## config.mk

```make
export PLATFORM = sky130hd
export DESIGN_NAME = alu_issue_stage_flat
export DESIGN_NICKNAME = d
export VERILOG_FILES = /design/src/rtl/rv32i_pkg.sv /design/src/rtl/alu_issue_stage_if.sv /design/src/rtl/alu_decoder.sv /design/src/rtl/alu_issue_stage.sv /design/src/flat_wrapper.sv
export SDC_FILE = /design/constraint.sdc
export NUM_CORES = 1
export LEC_CHECK = 0
export ABC_AREA = 1
export ABC_CLOCK_PERIOD_IN_PS = 3100
export CAP_MARGIN = 40
export CORE_ASPECT_RATIO = 0.5
export CORE_UTILIZATION = 38
export DETAILED_ROUTE_END_ITERATION = 10
export PLACE_DENSITY = 0.77
export REMOVE_ABC_BUFFERS = 1
export SKIP_LAST_GASP = 1
export SLEW_MARGIN = 20
export SYNTH_ARGS = -nofsm -noshare
export SYNTH_HDL_FRONTEND = slang
export SYNTH_HIERARCHICAL = 1
export SYNTH_SLANG_ARGS = --single-unit
```

## constraint.sdc

```tcl
create_clock -name clk -period 3.1 [get_ports clk]
set_clock_uncertainty 0.1 [all_clocks]
set_input_delay 0.775 -clock clk [delete_from_list [all_inputs] [get_ports clk]]
set_output_delay 0.775 -clock clk [all_outputs]
set_load 0.005 [all_outputs]
```

## src/rtl/rv32i_pkg.sv

```systemverilog
// Shared RV32I constants: ALU operation codes, ALUOp classes and the funct3 values the ALU decodes.
package rv32i_pkg;

  typedef logic [2:0] alu_ctl_t;

  localparam alu_ctl_t ALU_ADD = 3'b000;
  localparam alu_ctl_t ALU_SUB = 3'b001;
  localparam alu_ctl_t ALU_AND = 3'b010;
  localparam alu_ctl_t ALU_OR  = 3'b011;
  localparam alu_ctl_t ALU_SLT = 3'b101;

  localparam logic [1:0] ALUOP_ADD   = 2'b00;
  localparam logic [1:0] ALUOP_SUB   = 2'b01;
  localparam logic [1:0] ALUOP_FUNCT = 2'b10;

  localparam logic [2:0] F3_ADD = 3'b000;
  localparam logic [2:0] F3_SLT = 3'b010;
  localparam logic [2:0] F3_OR  = 3'b110;
  localparam logic [2:0] F3_AND = 3'b111;

endpackage

```

## src/rtl/alu_issue_stage_if.sv

```systemverilog
// Decode-to-issue request, forwarding sources and issue-to-ALU response bundle for alu_issue_stage.
interface alu_issue_stage_if #(
  parameter int unsigned XLEN = 32,
  parameter int unsigned REGW = 5
);
  logic            InValid;
  logic            InReady;
  logic            Flush;
  logic [XLEN-1:0] RD1;
  logic [XLEN-1:0] RD2;
  logic [XLEN-1:0] PCIn;
  logic [XLEN-1:0] ImmIn;
  logic [REGW-1:0] Rs1;
  logic [REGW-1:0] Rs2;
  logic [REGW-1:0] RdIn;
  logic            RegWriteIn;
  logic            ALUSrcA;
  logic            ALUSrcB;
  logic [1:0]      ALUOp;
  logic [2:0]      Funct3;
  logic            Funct7b5;
  logic            OpR;
  logic            ExMemRegWrite;
  logic [REGW-1:0] ExMemRd;
  logic [XLEN-1:0] ExMemResult;
  logic            MemWbRegWrite;
  logic [REGW-1:0] MemWbRd;
  logic [XLEN-1:0] MemWbResult;
  logic            OutValid;
  logic            OutReady;
  logic [XLEN-1:0] A;
  logic [XLEN-1:0] B;
  logic [2:0]      ALUControl;
  logic [REGW-1:0] RdOut;
  logic            RegWriteOut;
  logic [XLEN-1:0] PCOut;
  logic            IllegalOp;

  modport master (
    output InValid, Flush, RD1, RD2, PCIn, ImmIn, Rs1, Rs2, RdIn, RegWriteIn, ALUSrcA, ALUSrcB,
    output ALUOp, Funct3, Funct7b5, OpR, ExMemRegWrite, ExMemRd, ExMemResult, MemWbRegWrite,
    output MemWbRd, MemWbResult, OutReady,
    input  InReady, OutValid, A, B, ALUControl, RdOut, RegWriteOut, PCOut, IllegalOp
  );

  modport slave (
    input  InValid, Flush, RD1, RD2, PCIn, ImmIn, Rs1, Rs2, RdIn, RegWriteIn, ALUSrcA, ALUSrcB,
    input  ALUOp, Funct3, Funct7b5, OpR, ExMemRegWrite, ExMemRd, ExMemResult, MemWbRegWrite,
    input  MemWbRd, MemWbResult, OutReady,
    output InReady, OutValid, A, B, ALUControl, RdOut, RegWriteOut, PCOut, IllegalOp
  );
endinterface

```

## src/rtl/alu_decoder.sv

```systemverilog
// Combinational ALUOp/funct3/funct7 decode into the 3-bit ALU control code plus an illegal flag.
module alu_decoder
  import rv32i_pkg::*;
(
  input  logic [1:0] i_alu_op,
  input  logic [2:0] i_funct3,
  input  logic       i_funct7b5,
  input  logic       i_op_r,
  output alu_ctl_t   o_alu_control,
  output logic       o_illegal
);

  always_comb begin
    o_alu_control = ALU_ADD;
    o_illegal     = 1'b0;
    unique case (i_alu_op)
      ALUOP_ADD: o_alu_control = ALU_ADD;
      ALUOP_SUB: o_alu_control = ALU_SUB;
      ALUOP_FUNCT: begin
        unique case (i_funct3)
          // Only R-type with bit 30 set is SUB; ADDI never subtracts.
          F3_ADD:  o_alu_control = (i_op_r && i_funct7b5) ? ALU_SUB : ALU_ADD;
          F3_SLT:  o_alu_control = ALU_SLT;
          F3_OR:   o_alu_control = ALU_OR;
          F3_AND:  o_alu_control = ALU_AND;
          default: o_illegal     = 1'b1;
        endcase
      end
      default: o_illegal = 1'b1;
    endcase
  end

endmodule

```

## src/rtl/alu_issue_stage.sv

```systemverilog
// ID/EX register feeding the ALU: forwards, selects operands, decodes ALUControl and holds one op
// behind a valid/ready handshake.
module alu_issue_stage
  import rv32i_pkg::*;
#(
  parameter int unsigned XLEN = 32,
  parameter int unsigned REGW = 5
) (
  input logic              clk,
  input logic              rst_n,
  alu_issue_stage_if.slave bus
);

  logic            r_valid;
  logic [XLEN-1:0] r_a;
  logic [XLEN-1:0] r_b;
  alu_ctl_t        r_alu_control;
  logic [REGW-1:0] r_rd;
  logic            r_reg_write;
  logic [XLEN-1:0] r_pc;
  logic            r_illegal;

  logic            w_in_ready;
  logic            w_accept;
  logic [XLEN-1:0] w_fwd1;
  logic [XLEN-1:0] w_fwd2;
  alu_ctl_t        w_alu_control;
  logic            w_illegal;

  assign w_in_ready = !r_valid || bus.OutReady;
  assign w_accept   = bus.InValid && w_in_ready && !bus.Flush;

  // EX/MEM wins over MEM/WB; x0 always reads the register file.
  always_comb begin
    w_fwd1 = bus.RD1;
    if (bus.ExMemRegWrite && (bus.ExMemRd == bus.Rs1) && (bus.Rs1 != '0)) begin
      w_fwd1 = bus.ExMemResult;
    end else if (bus.MemWbRegWrite && (bus.MemWbRd == bus.Rs1) && (bus.Rs1 != '0)) begin
      w_fwd1 = bus.MemWbResult;
    end
  end

  always_comb begin
    w_fwd2 = bus.RD2;
    if (bus.ExMemRegWrite && (bus.ExMemRd == bus.Rs2) && (bus.Rs2 != '0)) begin
      w_fwd2 = bus.ExMemResult;
    end else if (bus.MemWbRegWrite && (bus.MemWbRd == bus.Rs2) && (bus.Rs2 != '0)) begin
      w_fwd2 = bus.MemWbResult;
    end
  end

  alu_decoder u_alu_decoder (
    .i_alu_op      (bus.ALUOp),
    .i_funct3      (bus.Funct3),
    .i_funct7b5    (bus.Funct7b5),
    .i_op_r        (bus.OpR),
    .o_alu_control (w_alu_control),
    .o_illegal     (w_illegal)
  );

  always_ff @(posedge clk or negedge rst_n) begin
    if (!rst_n) begin
      r_valid       <= 1'b0;
      r_a           <= '0;
      r_b           <= '0;
      r_alu_control <= ALU_ADD;
      r_rd          <= '0;
      r_reg_write   <= 1'b0;
      r_pc          <= '0;
      r_illegal     <= 1'b0;
    end else if (bus.Flush) begin
      r_valid     <= 1'b0;
      r_reg_write <= 1'b0;
    end else if (w_accept) begin
      r_valid       <= 1'b1;
      r_a           <= bus.ALUSrcA ? bus.PCIn : w_fwd1;
      r_b           <= bus.ALUSrcB ? bus.ImmIn : w_fwd2;
      r_alu_control <= w_alu_control;
      r_rd          <= bus.RdIn;
      r_reg_write   <= bus.RegWriteIn;
      r_pc          <= bus.PCIn;
      r_illegal     <= w_illegal;
    end else if (r_valid && bus.OutReady) begin
      r_valid <= 1'b0;
    end
  end

  assign bus.InReady     = w_in_ready;
  assign bus.OutValid    = r_valid;
  assign bus.A           = r_a;
  assign bus.B           = r_b;
  assign bus.ALUControl  = r_alu_control;
  assign bus.RdOut       = r_rd;
  assign bus.RegWriteOut = r_reg_write;
  assign bus.PCOut       = r_pc;
  assign bus.IllegalOp   = r_illegal;

endmodule

```

## src/flat_wrapper.sv

```systemverilog
// flat-port wrapper written by rule: the top's interface ports become plain ports
module alu_issue_stage_flat import rv32i_pkg::*;
#(
  parameter int unsigned XLEN = 32,
  parameter int unsigned REGW = 5
)
  (clk, rst_n, bus_InValid, bus_Flush, bus_RD1, bus_RD2, bus_PCIn, bus_ImmIn, bus_Rs1, bus_Rs2, bus_RdIn, bus_RegWriteIn, bus_ALUSrcA, bus_ALUSrcB, bus_ALUOp, bus_Funct3, bus_Funct7b5, bus_OpR, bus_ExMemRegWrite, bus_ExMemRd, bus_ExMemResult, bus_MemWbRegWrite, bus_MemWbRd, bus_MemWbResult, bus_OutReady, bus_InReady, bus_OutValid, bus_A, bus_B, bus_ALUControl, bus_RdOut, bus_RegWriteOut, bus_PCOut, bus_IllegalOp);
  alu_issue_stage_if #(.XLEN(XLEN), .REGW(REGW)) bus_i ();
  input logic clk;
  input logic rst_n;
  input wire logic [$bits(bus_i.InValid)-1:0] bus_InValid;
  input wire logic [$bits(bus_i.Flush)-1:0] bus_Flush;
  input wire logic [$bits(bus_i.RD1)-1:0] bus_RD1;
  input wire logic [$bits(bus_i.RD2)-1:0] bus_RD2;
  input wire logic [$bits(bus_i.PCIn)-1:0] bus_PCIn;
  input wire logic [$bits(bus_i.ImmIn)-1:0] bus_ImmIn;
  input wire logic [$bits(bus_i.Rs1)-1:0] bus_Rs1;
  input wire logic [$bits(bus_i.Rs2)-1:0] bus_Rs2;
  input wire logic [$bits(bus_i.RdIn)-1:0] bus_RdIn;
  input wire logic [$bits(bus_i.RegWriteIn)-1:0] bus_RegWriteIn;
  input wire logic [$bits(bus_i.ALUSrcA)-1:0] bus_ALUSrcA;
  input wire logic [$bits(bus_i.ALUSrcB)-1:0] bus_ALUSrcB;
  input wire logic [$bits(bus_i.ALUOp)-1:0] bus_ALUOp;
  input wire logic [$bits(bus_i.Funct3)-1:0] bus_Funct3;
  input wire logic [$bits(bus_i.Funct7b5)-1:0] bus_Funct7b5;
  input wire logic [$bits(bus_i.OpR)-1:0] bus_OpR;
  input wire logic [$bits(bus_i.ExMemRegWrite)-1:0] bus_ExMemRegWrite;
  input wire logic [$bits(bus_i.ExMemRd)-1:0] bus_ExMemRd;
  input wire logic [$bits(bus_i.ExMemResult)-1:0] bus_ExMemResult;
  input wire logic [$bits(bus_i.MemWbRegWrite)-1:0] bus_MemWbRegWrite;
  input wire logic [$bits(bus_i.MemWbRd)-1:0] bus_MemWbRd;
  input wire logic [$bits(bus_i.MemWbResult)-1:0] bus_MemWbResult;
  input wire logic [$bits(bus_i.OutReady)-1:0] bus_OutReady;
  output wire logic [$bits(bus_i.InReady)-1:0] bus_InReady;
  output wire logic [$bits(bus_i.OutValid)-1:0] bus_OutValid;
  output wire logic [$bits(bus_i.A)-1:0] bus_A;
  output wire logic [$bits(bus_i.B)-1:0] bus_B;
  output wire logic [$bits(bus_i.ALUControl)-1:0] bus_ALUControl;
  output wire logic [$bits(bus_i.RdOut)-1:0] bus_RdOut;
  output wire logic [$bits(bus_i.RegWriteOut)-1:0] bus_RegWriteOut;
  output wire logic [$bits(bus_i.PCOut)-1:0] bus_PCOut;
  output wire logic [$bits(bus_i.IllegalOp)-1:0] bus_IllegalOp;
  assign bus_i.InValid = bus_InValid;
  assign bus_i.Flush = bus_Flush;
  assign bus_i.RD1 = bus_RD1;
  assign bus_i.RD2 = bus_RD2;
  assign bus_i.PCIn = bus_PCIn;
  assign bus_i.ImmIn = bus_ImmIn;
  assign bus_i.Rs1 = bus_Rs1;
  assign bus_i.Rs2 = bus_Rs2;
  assign bus_i.RdIn = bus_RdIn;
  assign bus_i.RegWriteIn = bus_RegWriteIn;
  assign bus_i.ALUSrcA = bus_ALUSrcA;
  assign bus_i.ALUSrcB = bus_ALUSrcB;
  assign bus_i.ALUOp = bus_ALUOp;
  assign bus_i.Funct3 = bus_Funct3;
  assign bus_i.Funct7b5 = bus_Funct7b5;
  assign bus_i.OpR = bus_OpR;
  assign bus_i.ExMemRegWrite = bus_ExMemRegWrite;
  assign bus_i.ExMemRd = bus_ExMemRd;
  assign bus_i.ExMemResult = bus_ExMemResult;
  assign bus_i.MemWbRegWrite = bus_MemWbRegWrite;
  assign bus_i.MemWbRd = bus_MemWbRd;
  assign bus_i.MemWbResult = bus_MemWbResult;
  assign bus_i.OutReady = bus_OutReady;
  assign bus_InReady = bus_i.InReady;
  assign bus_OutValid = bus_i.OutValid;
  assign bus_A = bus_i.A;
  assign bus_B = bus_i.B;
  assign bus_ALUControl = bus_i.ALUControl;
  assign bus_RdOut = bus_i.RdOut;
  assign bus_RegWriteOut = bus_i.RegWriteOut;
  assign bus_PCOut = bus_i.PCOut;
  assign bus_IllegalOp = bus_i.IllegalOp;
  alu_issue_stage #(.XLEN(XLEN), .REGW(REGW)) u_core (.clk(clk), .rst_n(rst_n), .bus(bus_i));
endmodule
```

After elaboration in Yosys (flattened, before gate mapping)
Cells that the tools add are included.
- register bits: 107
- input bits: 234
- word-level logic and storage cells: 58
- reduce and logical (&&, ||, !) cells: 24
- bitwise gates (word level): 1
- muxes and demuxes: 16
- equal/unequal tests: 9
- operator list (kind ; count):
    $mux 32 ; 6
    $eq 5x5->1 ; 4
    $logic_and 1x1->1 ; 12
    $pmux 3 s4 ; 1
    $reduce_bool 5->1 ; 2
    $mux 1 ; 7
    $eq 3x3->1 const B ; 2
    $pmux 3 s2 ; 1
    $reduce_or 4->1 ; 1
    $eq 3x2->1 const B ; 1
    $logic_not 3->1 ; 1
    $reduce_bool 3->1 ; 1
    $eq 2x1->1 const B ; 1
    $eq 2x2->1 const B ; 1
    $logic_not 1->1 ; 2
    $logic_not 2->1 ; 1
    $pmux 1 s2 ; 1
    $reduce_and 2->1 ; 1
    $reduce_bool 2->1 ; 1
    $reduce_or 2->1 ; 1
    $logic_or 1x1->1 ; 1
    $not 1->1 ; 1

Logic depth before layout (Yosys ltp)
- depth after elaboration: 6
- depth in mapped cells: 13
- mapped depth without buffers: 12

Cells and area by module
Netlist, hierarchy kept.
- modules (own cells, without submodules) (module ; cells each ; times used ; area an instance (um^2)):
    alu_issue_stage ; 1230 ; 1 ; 8006.4
    alu_decoder ; 23 ; 1 ; 122.6

Worst setup path before layout
No wires, ideal clock.
- path kind: input port to flip-flop
- start: input bus_OutReady
- end: register u_core.r_a[10], in the netlist u_core/bus.A[10]
- path buffers: 2
- required time: 2883 ps
- stages on the path: 10
- slack: 1203 ps
- arrival time: 1681 ps
- path through: inv_1 nand2_1 nand2_1 inv_1 nand2_1 buf_2 clkbuf_1 a21oi_1 nand2_1 nand2_1
- longest elaborated chain between the ends: 4
- ends and longest elaborated chain (item ; RTL line ; RTL):
    start, declared ; flat_wrapper.sv:33 ; input wire logic [$bits(bus_i.OutReady)-1:0] bus_OutReady;
    $logic_or 1x1->1 ; alu_issue_stage.sv:30 ; assign w_in_ready = !r_valid || bus.OutReady;
    named net bus_InReady ; flat_wrapper.sv:34 ; output wire logic [$bits(bus_i.InReady)-1:0] bus_InReady;
    $logic_and 1x1->1 (2 in series) ; alu_issue_stage.sv:31 ; assign w_accept = bus.InValid && w_in_ready && !bus.Flush;
    $reduce_and 2->1 (no line) ; n/a ;
    end signal, assigned ; alu_issue_stage.sv:76 ; r_a <= bus.ALUSrcA ? bus.PCIn : w_fwd1;
    end, declared ; alu_issue_stage.sv:15 ; logic [XLEN-1:0] r_a;
The timed path passes the listed nets, and every way through them passes these cells.
A chain may end at the register's enable or synchronous reset.

Final worst setup path
- start: input bus_OutReady
- end: output bus_InReady
- longest elaborated chain between the ends: 1
- ends and longest elaborated chain (item ; RTL line):
    $logic_or 1x1->1 ; alu_issue_stage.sv:30
    end, declared ; flat_wrapper.sv:34
No other way between the ends.

==> run_results.csv <==
group,metric,value,unit
place,place_congestion,0.9574,
detailed_routing,wl_met2,15050,microns
place,io_buffers,341,
synth,synth-seq-cells,107,
outcome,status,"completed",
pwr,ir_worst_vdd,305.1,uV
cells_and_area,fin_cells,1837,
cells_and_area,final_layout_size_suffix_gt1_frac,0.09725,
pwr,p_leak,0.006421,uW
critical_path,rr_worst_depth,6,
global_route,grt_pass1_wl,48390,microns
cells_and_area,nNetsFinal,1795,
global_route,grt_max_degree,65,
clocking,cts_buffer_depth,2,
synth,syn_inst,1253,
detailed_routing,route.detailed.drc,0,
clocking,cts_tree,"yes",
floorplanning,start_util,0.3920,
critical_path,cp.required,2.22,ns
critical_path,slowest_delay,0.52,ns
clocking,post_cts_buffers,0,
critical_path,crit_fanout,3,
timing,finalCritPeriodShare,0.8848,
cells_and_area,fillers,1945,
detailed_routing,vias,8994,
clocking,cts-root-buf,"clkbuf_16",
timing,period_needed,2.743,ns
critical_path,startpoint_type,"input port",
clocking,post_cts_resized,0,
floorplanning,coreArea,20740,sq um
critical_path,arrival,1.87,ns
floorplanning,design.die.area,22020,sq um
critical_path,cpMaxStageDelayCell,"clkdlybuf4s50_1",
critical_path,cp_common_cell,"clkdlybuf4s50_1",
floorplanning,die_w,208.8,microns
global_route,track_usage,0.2817,
timing,final.setup.tns,0,ns
worst_hold_path,min_path_type,"in2async",
timing,hold_viol_final,0,
synth,yosysWarnings,6,
detailed_routing,drt_iter0_drc,843,
detailed_routing,first_pass_iters,5,
timing,relSlewSlack,0.5621,
clocking,cts_buffers,9,
detailed_routing,m1WireLength,13110,microns
synth,synth_top_area_cell,"dfrtp_1",
synth,syn_area,8129,sq um
run,maxCapViolations,0,
synth,yosysSeqAreaShare,0.3294,
critical_path,worstPathCellList,"clkdlybuf4s50_1 -> inv_1 -> nand2_1 -> clkdlybuf4s50_1",
timing,fmax,364.6,MHz
synth,synth.area.top_cells,"dfrtp_1 33%, nand2_1 22%, inv_1 9.7%",
detailed_routing,wl_met3,1714,microns
timing,setup_viol,0,
floorplanning,rows,37,
detailed_routing,routed.top_layer,"met4",
pwr,p_per_area,380.6,nW/um^2
clocking,cts_sinks,107,
timing,slew_viol_final,0,
detailed_routing,wl_per_cell,16.81,microns
detailed_routing,wl,30870,microns
detailed_routing,antenna_left,0,
synth,synth.avg_cell_area,6.488,sq um
timing,rsz0062_at_grt,"false",
synth,synth_top_cell_area_share,0.3294,
floorplanning,die_h,105.4,microns
global_route,grt_pass1_vias,8912,
place,dpl.hpwl,22750,microns
place,dp_cells,1820,
global_route,overflow,0,
clocking,cts_hold_buf,0,
synth,yosys.cell_types.count,25,
floorplanning,pin_count,342,
clocking,htreeDepth,3,
clocking,insertion_delay,0.36,ns
timing,max_slew.worst_pin.slew,0.6569,ns
critical_path,end_kind,"output pin",
detailed_routing,viasPerCell,4.896,
critical_path,critPathKind,"in2out",
global_route,antenna_found_initial,1,
clocking,clkTransAtPathRegs,0.07,ns
cells_and_area,area_growth,47.24,%
final cells by class:
type                       instances  area [sq um]  area share
multi-input combinational        848          4120      0.3442
timing repair buffer             365          3661      0.3059
sequential                       107          2678      0.2237
inverter                         227         852.1     0.07119
tap                              273         341.6     0.02854
clock buffer                      11         252.7     0.02112
clock inverter                     5         61.31    0.005122
antenna                            1         2.502   0.0002091
cell families (layout without fill, tap and decap cells):
kind of cell | after synthesis | in the layout | share of synthesized area
muxes | 9 | 9 | 0.01247
adders and majority gates | 3 | 3 | 0.004618
AOI/OAI and AO/OA | 72 | 72 | 0.04479
other | 0 | 1 | 0
xor gates and xnor gates | 2 | 2 | 0.002155
and+or+nand+nor | 762 | 762 | 0.4419
buffers and inverters | 298 | 608 | 0.1647
DFF | 107 | 107 | 0.3294
cells in the final DEF (no fill, tap or decap), drive strengths merged:
| cell type | netlist | routed |
|---|---|---|
| xnor2 | 2 | 2 |
| buf | 48 | 26 |
| clkinvlp | 0 | 3 |
| inv | 227 | 227 |
| clkbuf | 23 | 11 |
| o21ai | 34 | 34 |
| nor3 | 1 | 1 |
| nor2 | 77 | 77 |
| nand3 | 201 | 201 |
| a21oi | 38 | 38 |
| nand2 | 483 | 483 |
| dfrtp | 107 | 107 |
| clkinv | 0 | 1 |
| ha | 3 | 3 |
| diode | 0 | 1 |
| clkdlybuf4s50 | 0 | 339 |
| bufinv | 0 | 1 |
| mux2 | 9 | 9 |
synth_stat cells:
master,number
nand2_1,476
buf_4,7
o21ai_0,34
a21oi_1,37
dfrtp_1,107
buf_8,3
nand2_4,3
inv_1,211
nor2_2,1
nor2_8,5
xnor2_1,2
nand3_2,65
nor2_1,66
nand3_1,136
buf_6,19
nor3_1,1
nand2_2,4
buf_2,14
buf_1,5
a21oi_2,1
inv_2,16
ha_1,3
clkbuf_1,23
nor2_4,5
mux2_2,9
registers in the layout (all words and copies together) (netlist names):
| name | cells |
|---|---|
| u_core/bus.A | 32 |
| u_core/bus.B | 32 |
| u_core/bus.PCOut | 32 |
| u_core/bus.RdOut | 5 |
| u_core/bus.ALUControl | 3 |
| u_core/bus.IllegalOp | 1 |
| u_core/bus.OutValid | 1 |
| u_core/bus.RegWriteOut | 1 |
where the power goes:
group          switching [uW]  internal [uW]
Sequential                132           1610
Combinational             698            860
Clock                     580            673
Total                    1410           3140
critical path: cells and delay by family:
| family | cells | cell delay (ns) |
|---|---|---|
| and+or+nand+nor | 1 | 0.08 |
| buffers and inverters | 3 | 1.01 |
stage by stage:
step | setup slack [ns] | util | hold WS (ns) | total power [uW] | area [sq um]
global route | 0.3012 | 0.5771 | 0.3585 | 4814 | 11970
finish | 0.3571 | 0.5771 | 0.3346 | 4555 | 11970
global placement | 0.1425 | 0.5618 | 0.3617 | 3290 | 11650
floorplan | -1.630 | - | 0.3724 | 2311 | 7642
detailed placement | 0.1549 | 0.5618 | 0.3639 | 3317 | 11650
CTS | 0.3488 | 0.5770 | 0.3445 | 4604 | 11970
worst paths after layout:
path	from	endpoint	slack, ns
worst max-delay path	bus_OutReady	bus_InReady	0.36
worst min-delay path	rst_n	u_core/bus.PCOut[27]	0.33
worst max register to register	u_core/bus.OutValid	u_core/bus.ALUControl[1]	1.45
worst min register to register	u_core/bus.B[19]	u_core/bus.B[19]	0.38
max in group asynchronous	rst_n	u_core/bus.PCOut[7]	1.85
min in group clk	u_core/bus.B[19]	u_core/bus.B[19]	0.38
metal layers:
layer / track usage / vias up
met5: 0 / -
met4: 0.1113 / 0
met3: 0.04380 / 73
met2: 0.4790 / 380
met1: 0.3598 / 4158
li1: - / 4383
Note: power is estimated with default switching activity, not from simulation.
